**src/rtl/mc_controller_pkg.sv**
```systemverilog
// mc_controller_pkg: opcode/func codes, state codes, select encodings and decode bundles for the multi-cycle control FSM
package mc_controller_pkg;
  localparam logic [5:0] OP_RTYPE = 6'b000000;
  localparam logic [5:0] OP_ORI   = 6'b001101;
  localparam logic [5:0] OP_LUI   = 6'b001111;
  localparam logic [5:0] OP_ADDI  = 6'b001000;
  localparam logic [5:0] OP_LW    = 6'b100011;
  localparam logic [5:0] OP_SW    = 6'b101011;
  localparam logic [5:0] OP_BEQ   = 6'b000100;
  localparam logic [5:0] OP_BNE   = 6'b000101;
  localparam logic [5:0] OP_J     = 6'b000010;
  localparam logic [5:0] OP_JAL   = 6'b000011;
  localparam logic [5:0] FN_ADD   = 6'b100000;
  localparam logic [5:0] FN_SUB   = 6'b100010;
  localparam logic [5:0] FN_SLT   = 6'b101010;
  localparam logic [5:0] FN_JR    = 6'b001000;
  localparam logic [1:0] DST_RD   = 2'b00;
  localparam logic [1:0] DST_RT   = 2'b01;
  localparam logic [1:0] DST_RA   = 2'b10;
  localparam logic [1:0] EXT_SIGN = 2'b00;
  localparam logic [1:0] EXT_ZERO = 2'b01;
  localparam logic [1:0] EXT_HI   = 2'b10;
  localparam logic [1:0] NPC_SEQ  = 2'b00;
  localparam logic [1:0] NPC_BR   = 2'b01;
  localparam logic [1:0] NPC_J    = 2'b10;
  localparam logic [1:0] NPC_RS   = 2'b11;
  localparam logic [2:0] ALU_ADD  = 3'b000;
  localparam logic [2:0] ALU_SUB  = 3'b001;
  localparam logic [2:0] ALU_OR   = 3'b010;
  localparam logic [2:0] CMP_EQ   = 3'b000;
  localparam logic [2:0] CMP_SLT  = 3'b001;
  localparam logic [2:0] CMP_NE   = 3'b101;
  localparam logic [2:0] D2R_ALU  = 3'b000;
  localparam logic [2:0] D2R_MDR  = 3'b001;
  localparam logic [2:0] D2R_PC4  = 3'b010;
  localparam logic [2:0] D2R_CMP  = 3'b011;
  typedef enum logic [2:0] {
    S_FETCH  = 3'd0,
    S_DECODE = 3'd1,
    S_EXEC   = 3'd2,
    S_MEM    = 3'd3,
    S_WB     = 3'd4
  } state_t;
  typedef struct packed {
    logic alu;
    logic imm;
    logic lw;
    logic sw;
    logic br;
    logic jr;
    logic j;
    logic jal;
    logic nop;
  } cls_t;
  typedef struct packed {
    logic [1:0] reg_dst;
    logic [1:0] ext_op;
    logic [1:0] npc_op;
    logic       alu_src;
    logic [2:0] alu_op;
    logic [2:0] cmp_op;
    logic [2:0] d2r;
  } sel_t;
endpackage

```
**src/rtl/mc_controller_decode.sv**
```systemverilog
// mc_decode: stateless decode of IR op/func into a one-hot instruction class and the select bundle
module mc_decode
  import mc_controller_pkg::*;
(
  input  logic [5:0] instr_op,
  input  logic [5:0] instr_func,
  output cls_t       cls,
  output sel_t       sel
);
  always_comb begin
    cls = '0;
    sel = '0;
    case (instr_op)
      OP_RTYPE:
        case (instr_func)
          FN_ADD: cls.alu = 1'b1;
          FN_SUB: begin
            cls.alu = 1'b1;
            sel.alu_op = ALU_SUB;
          end
          FN_SLT: begin
            cls.alu = 1'b1;
            sel.cmp_op = CMP_SLT;
            sel.d2r = D2R_CMP;
          end
          FN_JR: begin
            cls.jr = 1'b1;
            sel.npc_op = NPC_RS;
          end
          default: cls.nop = 1'b1;
        endcase
      OP_ORI: begin
        cls.imm = 1'b1;
        sel.reg_dst = DST_RT;
        sel.ext_op = EXT_ZERO;
        sel.alu_src = 1'b1;
        sel.alu_op = ALU_OR;
      end
      OP_LUI: begin
        cls.imm = 1'b1;
        sel.reg_dst = DST_RT;
        sel.ext_op = EXT_HI;
        sel.alu_src = 1'b1;
        sel.alu_op = ALU_OR;
      end
      OP_ADDI: begin
        cls.imm = 1'b1;
        sel.reg_dst = DST_RT;
        sel.ext_op = EXT_SIGN;
        sel.alu_src = 1'b1;
        sel.alu_op = ALU_ADD;
      end
      OP_LW: begin
        cls.lw = 1'b1;
        sel.reg_dst = DST_RT;
        sel.alu_src = 1'b1;
        sel.d2r = D2R_MDR;
      end
      OP_SW: begin
        cls.sw = 1'b1;
        sel.alu_src = 1'b1;
      end
      OP_BEQ: begin
        cls.br = 1'b1;
        sel.cmp_op = CMP_EQ;
        sel.npc_op = NPC_BR;
      end
      OP_BNE: begin
        cls.br = 1'b1;
        sel.cmp_op = CMP_NE;
        sel.npc_op = NPC_BR;
      end
      OP_J: begin
        cls.j = 1'b1;
        sel.npc_op = NPC_J;
      end
      OP_JAL: begin
        cls.jal = 1'b1;
        sel.reg_dst = DST_RA;
        sel.npc_op = NPC_J;
        sel.d2r = D2R_PC4;
      end
      default: cls.nop = 1'b1;
    endcase
  end
endmodule

```
**src/rtl/mc_controller.sv**
```systemverilog
// mc_controller: multi-cycle FETCH/DECODE/EXEC/MEM/WB control FSM for the MIPS-lite datapath
module mc_controller
  import mc_controller_pkg::*;
(
  input  logic       clk,
  input  logic       reset,
  input  logic [5:0] instr_op,
  input  logic [5:0] instr_func,
  input  logic       cmp_true,
  output logic       PCWrite,
  output logic       IRWrite,
  output logic       RegWrite,
  output logic [1:0] RegDst,
  output logic [1:0] EXTop,
  output logic [1:0] NPCop,
  output logic       ALUSrc,
  output logic [2:0] ALUop,
  output logic [2:0] CMPop,
  output logic       MemWrite,
  output logic [2:0] DatatoReg,
  output logic       instr_done,
  output logic [2:0] state
);
  state_t state_q, state_d;
  cls_t cls;
  sel_t sel, sel_g;
  logic last, live, en;
  mc_decode u_decode (
    .instr_op   (instr_op),
    .instr_func (instr_func),
    .cls        (cls),
    .sel        (sel)
  );
  always_ff @(posedge clk)
    state_q <= reset ? S_FETCH : state_d;
  always_comb begin
    state_d = S_FETCH;
    last = 1'b0;
    live = 1'b0;
    case (state_q)
      S_FETCH: state_d = S_DECODE;
      S_DECODE: begin
        live = 1'b1;
        last = cls.j | cls.jal | cls.nop;
        state_d = last ? S_FETCH : S_EXEC;
      end
      S_EXEC: begin
        live = 1'b1;
        last = cls.br | cls.jr;
        state_d = (cls.alu | cls.imm) ? S_WB : (cls.lw | cls.sw) ? S_MEM : S_FETCH;
      end
      S_MEM: begin
        live = 1'b1;
        last = cls.sw;
        state_d = cls.lw ? S_WB : S_FETCH;
      end
      S_WB: begin
        live = 1'b1;
        last = 1'b1;
      end
      default: ;
    endcase
    en = !reset;
    sel_g = (en && live) ? sel : '0;
    IRWrite = en && state_q == S_FETCH;
    PCWrite = en && last;
    RegWrite = en && (state_q == S_WB || (state_q == S_DECODE && cls.jal));
    MemWrite = en && state_q == S_MEM && cls.sw;
    RegDst = sel_g.reg_dst;
    EXTop = sel_g.ext_op;
    NPCop = (cls.br && !cmp_true) ? NPC_SEQ : sel_g.npc_op;
    ALUSrc = sel_g.alu_src;
    ALUop = sel_g.alu_op;
    CMPop = sel_g.cmp_op;
    DatatoReg = sel_g.d2r;
    instr_done = PCWrite;
    state = en ? state_q : 3'd0;
  end
endmodule

```
**config.mk**
```make
export PLATFORM = sky130hd
export DESIGN_NAME = mc_controller
export DESIGN_NICKNAME = d
export VERILOG_FILES = /design/src/rtl/mc_controller_pkg.sv /design/src/rtl/mc_controller_decode.sv /design/src/rtl/mc_controller.sv
export SDC_FILE = /design/constraint.sdc
export NUM_CORES = 1
export LEC_CHECK = 0
export CAP_MARGIN = 20
export CELL_PAD_IN_SITES_DETAIL_PLACEMENT = 0
export CELL_PAD_IN_SITES_GLOBAL_PLACEMENT = 1
export CORE_ASPECT_RATIO = 1.2
export CORE_MARGIN = 8
export CORE_UTILIZATION = 26
export DETAILED_ROUTE_END_ITERATION = 7
export PLACE_DENSITY = 0.81
export SKIP_LAST_GASP = 1
export SLEW_MARGIN = 30
export SYNTH_ARGS = -nofsm -noshare
export SYNTH_HDL_FRONTEND = slang
export SYNTH_SLANG_ARGS = --single-unit
```
**constraint.sdc**
```tcl
create_clock -name clk -period 4.5 [get_ports clk]
set_input_delay 0.9 -clock clk [delete_from_list [all_inputs] [get_ports clk]]
set_output_delay 0.9 -clock clk [all_outputs]
set_load 0.01 [all_outputs]
```
=== Yosys cells after proc, flatten, opt, wreduce, memory -nomap -nowiden ===
Index checks and enable logic that the tools add are counted.

* Logic and storage cells: 78
* Bits of input ports: 15
* Register bits: 3
* Output and inout port bits: 24

* Multiplexer cells: 32
* Reduce and logical (&&, ||, !) cells: 23
* Bitwise gates (word level): 5
* Equal/unequal tests: 17

{| class="wikitable"
|+ Operators with widths
! cell !! number
|-
| 6-bit equality test (second input constant) || 5
|-
| 6-bit by 4-bit equality test with 1-bit output (second input constant) || 4
|-
| 16-bit two-way mux || 1
|-
| 1-bit two-way mux || 14
|-
| 6-bit by 2-bit equality test with 1-bit output (second input constant) || 2
|-
| 6-bit by 3-bit equality test with 1-bit output (second input constant) || 2
|-
| 2-bit one-hot mux with 2 select lines || 3
|-
| 3-bit one-hot mux with 4 select lines || 1
|-
| 4-bit OR reduction || 3
|-
| 3-bit two-way mux || 3
|-
| 3-bit one-hot mux with 3 select lines || 1
|-
| 9-bit OR reduction || 1
|-
| 1-bit logical AND || 8
|-
| 2-bit two-way mux || 4
|-
| 3-bit by 2-bit equality test with 1-bit output (second input constant) || 2
|-
| 6-bit logical NOT || 1
|-
| 2-bit one-hot mux with 3 select lines || 1
|-
| 3-bit one-hot mux with 2 select lines || 1
|-
| 2-bit OR reduction || 3
|-
| 3-bit OR reduction || 2
|-
| 1-bit bitwise OR || 5
|-
| 5-bit OR reduction || 1
|-
| 4-bit two-way mux || 1
|-
| 1-bit one-hot mux with 4 select lines || 1
|-
| 6 further kinds || 7
|}

=== Logic depth before layout (Yosys ltp) ===
* Depth after elaboration: 7
* Depth in mapped cells: 7
* Gate-level depth less buffers: 5

=== Modules after synthesis ===
Synthesis repeated with hierarchy kept, for this count alone.

* Cells, all modules: 115
* Area total of the unflattened synthesis: 820.8 µm²

{| class="wikitable"
|+ Modules (own cells, without submodules)
! module !! cells an instance !! seq. area each (µm²) !! area each (µm²) !! times used
|-
| mc_controller || 56 || 60.1 || 451.7 || 1
|-
| mc_decode || 59 || 0.0 || 369.1 || 1
|}

=== Worst setup path before layout ===
Ideal clock, no wire load.

* Path type: input to output
* From: input instr_op[0]
* To: output instr_done
* Arrival time: 2.303 ns
* Slack: 1.297 ns
* Cell stages on the path: 6
* Path buffers: 2
* Required time: 3.600 ns
* Path through: buf_2 > nand2_1 > or2_1 > a2111oi_1 > o221ai_1 > buf_4

* Cells in the longest elaborated chain, start to end: 6
* Elaborated cells between the ends (all ways): 23
* Those cells by class: eq/ne: 9; mux: 7; bitwise: 3; reduce/logical: 4

{| class="wikitable"
|+ Ends and longest elaborated chain
! element !! line !! text
|-
| start: declaration || mc_controller.sv:7 || <nowiki>input logic [5:0] instr_op,</nowiki>
|-
| 6-bit equality test (tied with other cells) || mc_controller_decode.sv:13 || <nowiki>case (instr_op)</nowiki>
|-
| 9-bit OR reduction (no source line) (tied with other cells) || - ||
|-
| 1-bit one-hot mux with 2 select lines (tied with other cells) || mc_controller_decode.sv:13 ||
|-
| 1-bit bitwise OR (on tied branches) || mc_controller.sv:44, mc_controller.sv:49 ||
|-
| 1-bit one-hot mux with 4 select lines (*) || mc_controller.sv:40 || <nowiki>case (state_q)</nowiki>
|-
| 1-bit logical AND (*) || mc_controller.sv:66 || <nowiki>PCWrite = en && last;</nowiki>
|-
| end: declaration || mc_controller.sv:21 || <nowiki>output logic instr_done,</nowiki>
|}

Every way passes the cells marked *; elsewhere a longest branch is shown, timed or not.

=== Worst setup path after layout ===
* From: input instr_op[1]
* To: output PCWrite

* Cells in the longest elaborated chain, start to end: 6
* Elaborated cells between the ends (all ways): 23
* Those cells by class: eq/ne: 9; mux: 7; bitwise: 3; reduce/logical: 4

{| class="wikitable"
|+ Ends and longest elaborated chain
! element !! line !! text
|-
| 6-bit equality test (tied with other cells) || mc_controller_decode.sv:13 ||
|-
| 9-bit OR reduction (no source line) (tied with other cells) || - ||
|-
| 1-bit one-hot mux with 2 select lines (tied with other cells) || mc_controller_decode.sv:13 ||
|-
| 1-bit bitwise OR (on tied branches) || mc_controller.sv:44, mc_controller.sv:49 ||
|-
| 1-bit one-hot mux with 4 select lines (*) || mc_controller.sv:40 ||
|-
| 1-bit logical AND (*) || mc_controller.sv:66 ||
|-
| end: declaration || mc_controller.sv:10 || <nowiki>output logic PCWrite,</nowiki>
|}

Marks and branches as above.

==> flow_metrics.py <==
metrics = {
    "run": {
        "max_cap_viol_count": 0,
    },
    "floorplanning": {
        "io-pin-count": 39,
        "core_area_sq_mm": 0.00228,
        "die-area_sq_mm": 0.00424,
        "die_x_um": 60.8,
        "initial_core_util": 0.275,
        "rows": 19,
        "die_y_um": 69.8,
    },
    "power_and_ir_drop": {
        "clockPowerShare": 0.368,
        "switching_share": 0.320,
        "vdd_ir_drop_max_v": 0.000122,
        "p_int_uw": 87.2,
        "powerDensity_mw_per_mm2": 130,
        "p_total_uw": 128,
        "combPwrFrac": 0.395,
        "leakagePower_uw": 0.000317,
        "seqPwrFrac": 0.237,
        "power_switching_uw": 41.1,
    },
    "place": {
        "place_hpwl_mm": 1.64,
        "gp_congestion": 0.801,
        "port-buffer-count": 35,
        "placed_area_sq_um": 960,
    },
    "finish": {
        "final_cell_area_sq_um": 986,
        "finalNetCount": 137,
        "area_delta_synth_final_pct": 57.3,
        "reg.largest.list": "state_q x3",
        "final_util": 0.432,
        "final_common_cell": "clkdlybuf4s50_1",
        "nFillCells": 260,
        "regMostFlops": "state_q",
        "drive_above_1_share": 0.132,
        "layout_common_cells": "clkdlybuf4s50_1 (35), nor2_1 (9), nor3_1 (6)",
        "largest_reg_flops": 3,
        "antenna_cells": 0,
    },
    "drt": {
        "wirelength_mm": 1.96,
        "wl_per_cell_um": 12.9,
        "routed_via_density": 4.86,
        "ant_nets": 0,
        "drc": 0,
        "num_vias": 738,
        "first_iter_violations": 12,
        "firstDrtPassIters": 4,
    },
    "worst_setup_path": {
        "reg2reg_slack_ns": 3.32,
        "crit_family": "buffers and inverters",
        "critPathLaunchType": "primary input",
        "worstPathMaxFanout": 8,
        "cpPeakStageDelay_ns": 0.60,
        "path_buf_inv": 2,
        "worstPathRequired_ns": 3.60,
        "cpMaxStageDelayCell": "clkdlybuf4s50_1",
        "cp-end-kind": "output pin",
        "path_cells": "clkdlybuf4s50_1 > nor4_1 > nor3b_2 > nor3b_2 > o2111ai_1 > o221ai_1 > clkdlybuf4s50_1",
        "crit_arrival_ns": 3.25,
        "critPathKind": "in2out",
    },
    "synthesis": {
        "yosysSeqAreaShare": 0.0958,
        "async_flop_share": 0,
        "ys.flop_type": "dfxtp_1",
        "syn_inst": 90,
        "yosysWarnings": 0,
        "netlist_area_sq_um": 627,
        "synth.avg_cell_area_sq_um": 6.97,
        "yosysUniqueCellTypes": 39,
        "synth-edff-count": 0,
        "ys_seq_elements": 3,
    },
    "sta": {
        "slew_viol_final": 0,
        "tightest_slew_ns": 0.511,
        "max_freq_ghz": 0.241,
        "hold_viol_final": 0,
        "setup_viol": 0,
        "holdWs_ns": 0.584,
        "fin_crit_sh": 0.921,
        "period_needed_ns": 4.15,
        "slew_headroom": 0.659,
        "rsz0062_at_grt": "no",
        "setup_tns_ns": 0,
        "skew_ns": 0.00309,
    },
    "clocking": {
        "post_cts_resized": 0,
        "clock_latency_ns": 0.23,
        "cts_setup_buffers": 0,
        "cts_tree": "yes",
        "cts.hold.buffers_added": 0,
        "cts_buffer_depth": 2,
        "cts-buffers-inserted": 3,
        "clk_pin_slew_ns": 0.04,
        "cts_root_buf": "clkbuf_4",
        "htree_levels": 1,
        "clock_sinks": 3,
    },
    "grt": {
        "antenna_found_initial": 0,
        "first_global_vias": 733,
        "grt_pass1_wl_mm": 3.31,
        "track_usage": 0.0963,
        "grt_max_degree": 11,
        "grt-ovfl-total": 0,
    },
    "outcome": {
        "status": "completed",
    },
    "hold_path": {
        "hold_class": "reg2reg",
    },
}
per-stage QoR:
stage / setup WS [ns] / instances
floorplan: 1.30 / 92
global placement: 0.406 / 148
detailed placement: 0.347 / 148
CTS: 0.332 / 152
global route: 0.116 / 152
finish: 0.354 / 152
cells in the mapped netlist (2+ instances only):
cell | instances | area [sq um]
nand2b_1 | 3 | 18.8
a21oi_1 | 4 | 20.0
buf_4 | 4 | 30.0
o21ai_1 | 4 | 20.0
inv_1 | 2 | 7.51
nor3b_2 | 4 | 50.1
o21ai_0 | 2 | 10.0
and2_1 | 2 | 12.5
nor2b_1 | 5 | 31.3
nand3_1 | 4 | 20.0
buf_2 | 6 | 30.0
dfxtp_1 | 3 | 60.1
nor2_1 | 9 | 33.8
nand2_1 | 4 | 15.0
nor3_1 | 6 | 30.0
a211oi_1 | 2 | 15.0
nor4_1 | 4 | 25.0
final timing paths:
| check | from | end | depth (start not counted) |
|---|---|---|---|
| hold / removal | state_q[2] | state_q[0] | 1 |
| setup reg to reg | state_q[1] | state_q[1] | 3 |
| setup / recovery | instr_op[1] | PCWrite | 7 |
| hold reg to reg | state_q[2] | state_q[0] | 1 |
power groups by stage:
| stage | Sequential, uW | Combinational (uW) | Clock [uW] |
|---|---|---|---|
| after CTS | 30.4 | 51.1 | 48.9 |
| after floorplan | 28.3 | 31.6 | 0 |
| after global placement | 30.7 | 50.4 | 0 |
| after global routing | 30.7 | 55.8 | 52.3 |
| final | 30.4 | 50.7 | 47.2 |
| after detailed placement | 30.7 | 50.8 | 0 |
kinds of logic (layout without fill, tap and decap cells):
logic type / Yosys count / in the layout / share of synthesized area
other: 1 / 3 / 0.00598
AOI/OAI and AO/OA: 21 / 21 / 0.244
xor gates and xnor gates: 1 / 1 / 0.0140
DFF: 3 / 3 / 0.0958
buffers and inverters: 14 / 43 / 0.132
and+or+nand+nor: 50 / 50 / 0.509
layer usage:
layer | GRT usage | vias to the layer above | share of wire
met5 | 0 | - | 0
met4 | 0.0338 | 0 | 0.0020
met3 | 0.0390 | 2 | 0.089
met2 | 0.154 | 24 | 0.50
met1 | 0.109 | 328 | 0.41
li1 | - | 384 | -
final cells by class:
| cell class | count | area, sq um | share of cell area |
|---|---|---|---|
| inverter | 3 | 11.3 | 0.0114 |
| multi-input combinational | 75 | 492 | 0.499 |
| sequential | 3 | 60.1 | 0.0609 |
| timing repair buffer | 36 | 358 | 0.363 |
| clock buffer | 4 | 26.3 | 0.0266 |
| tap | 31 | 38.8 | 0.0393 |
No activity file was read; power rests on OpenSTA's default activity.
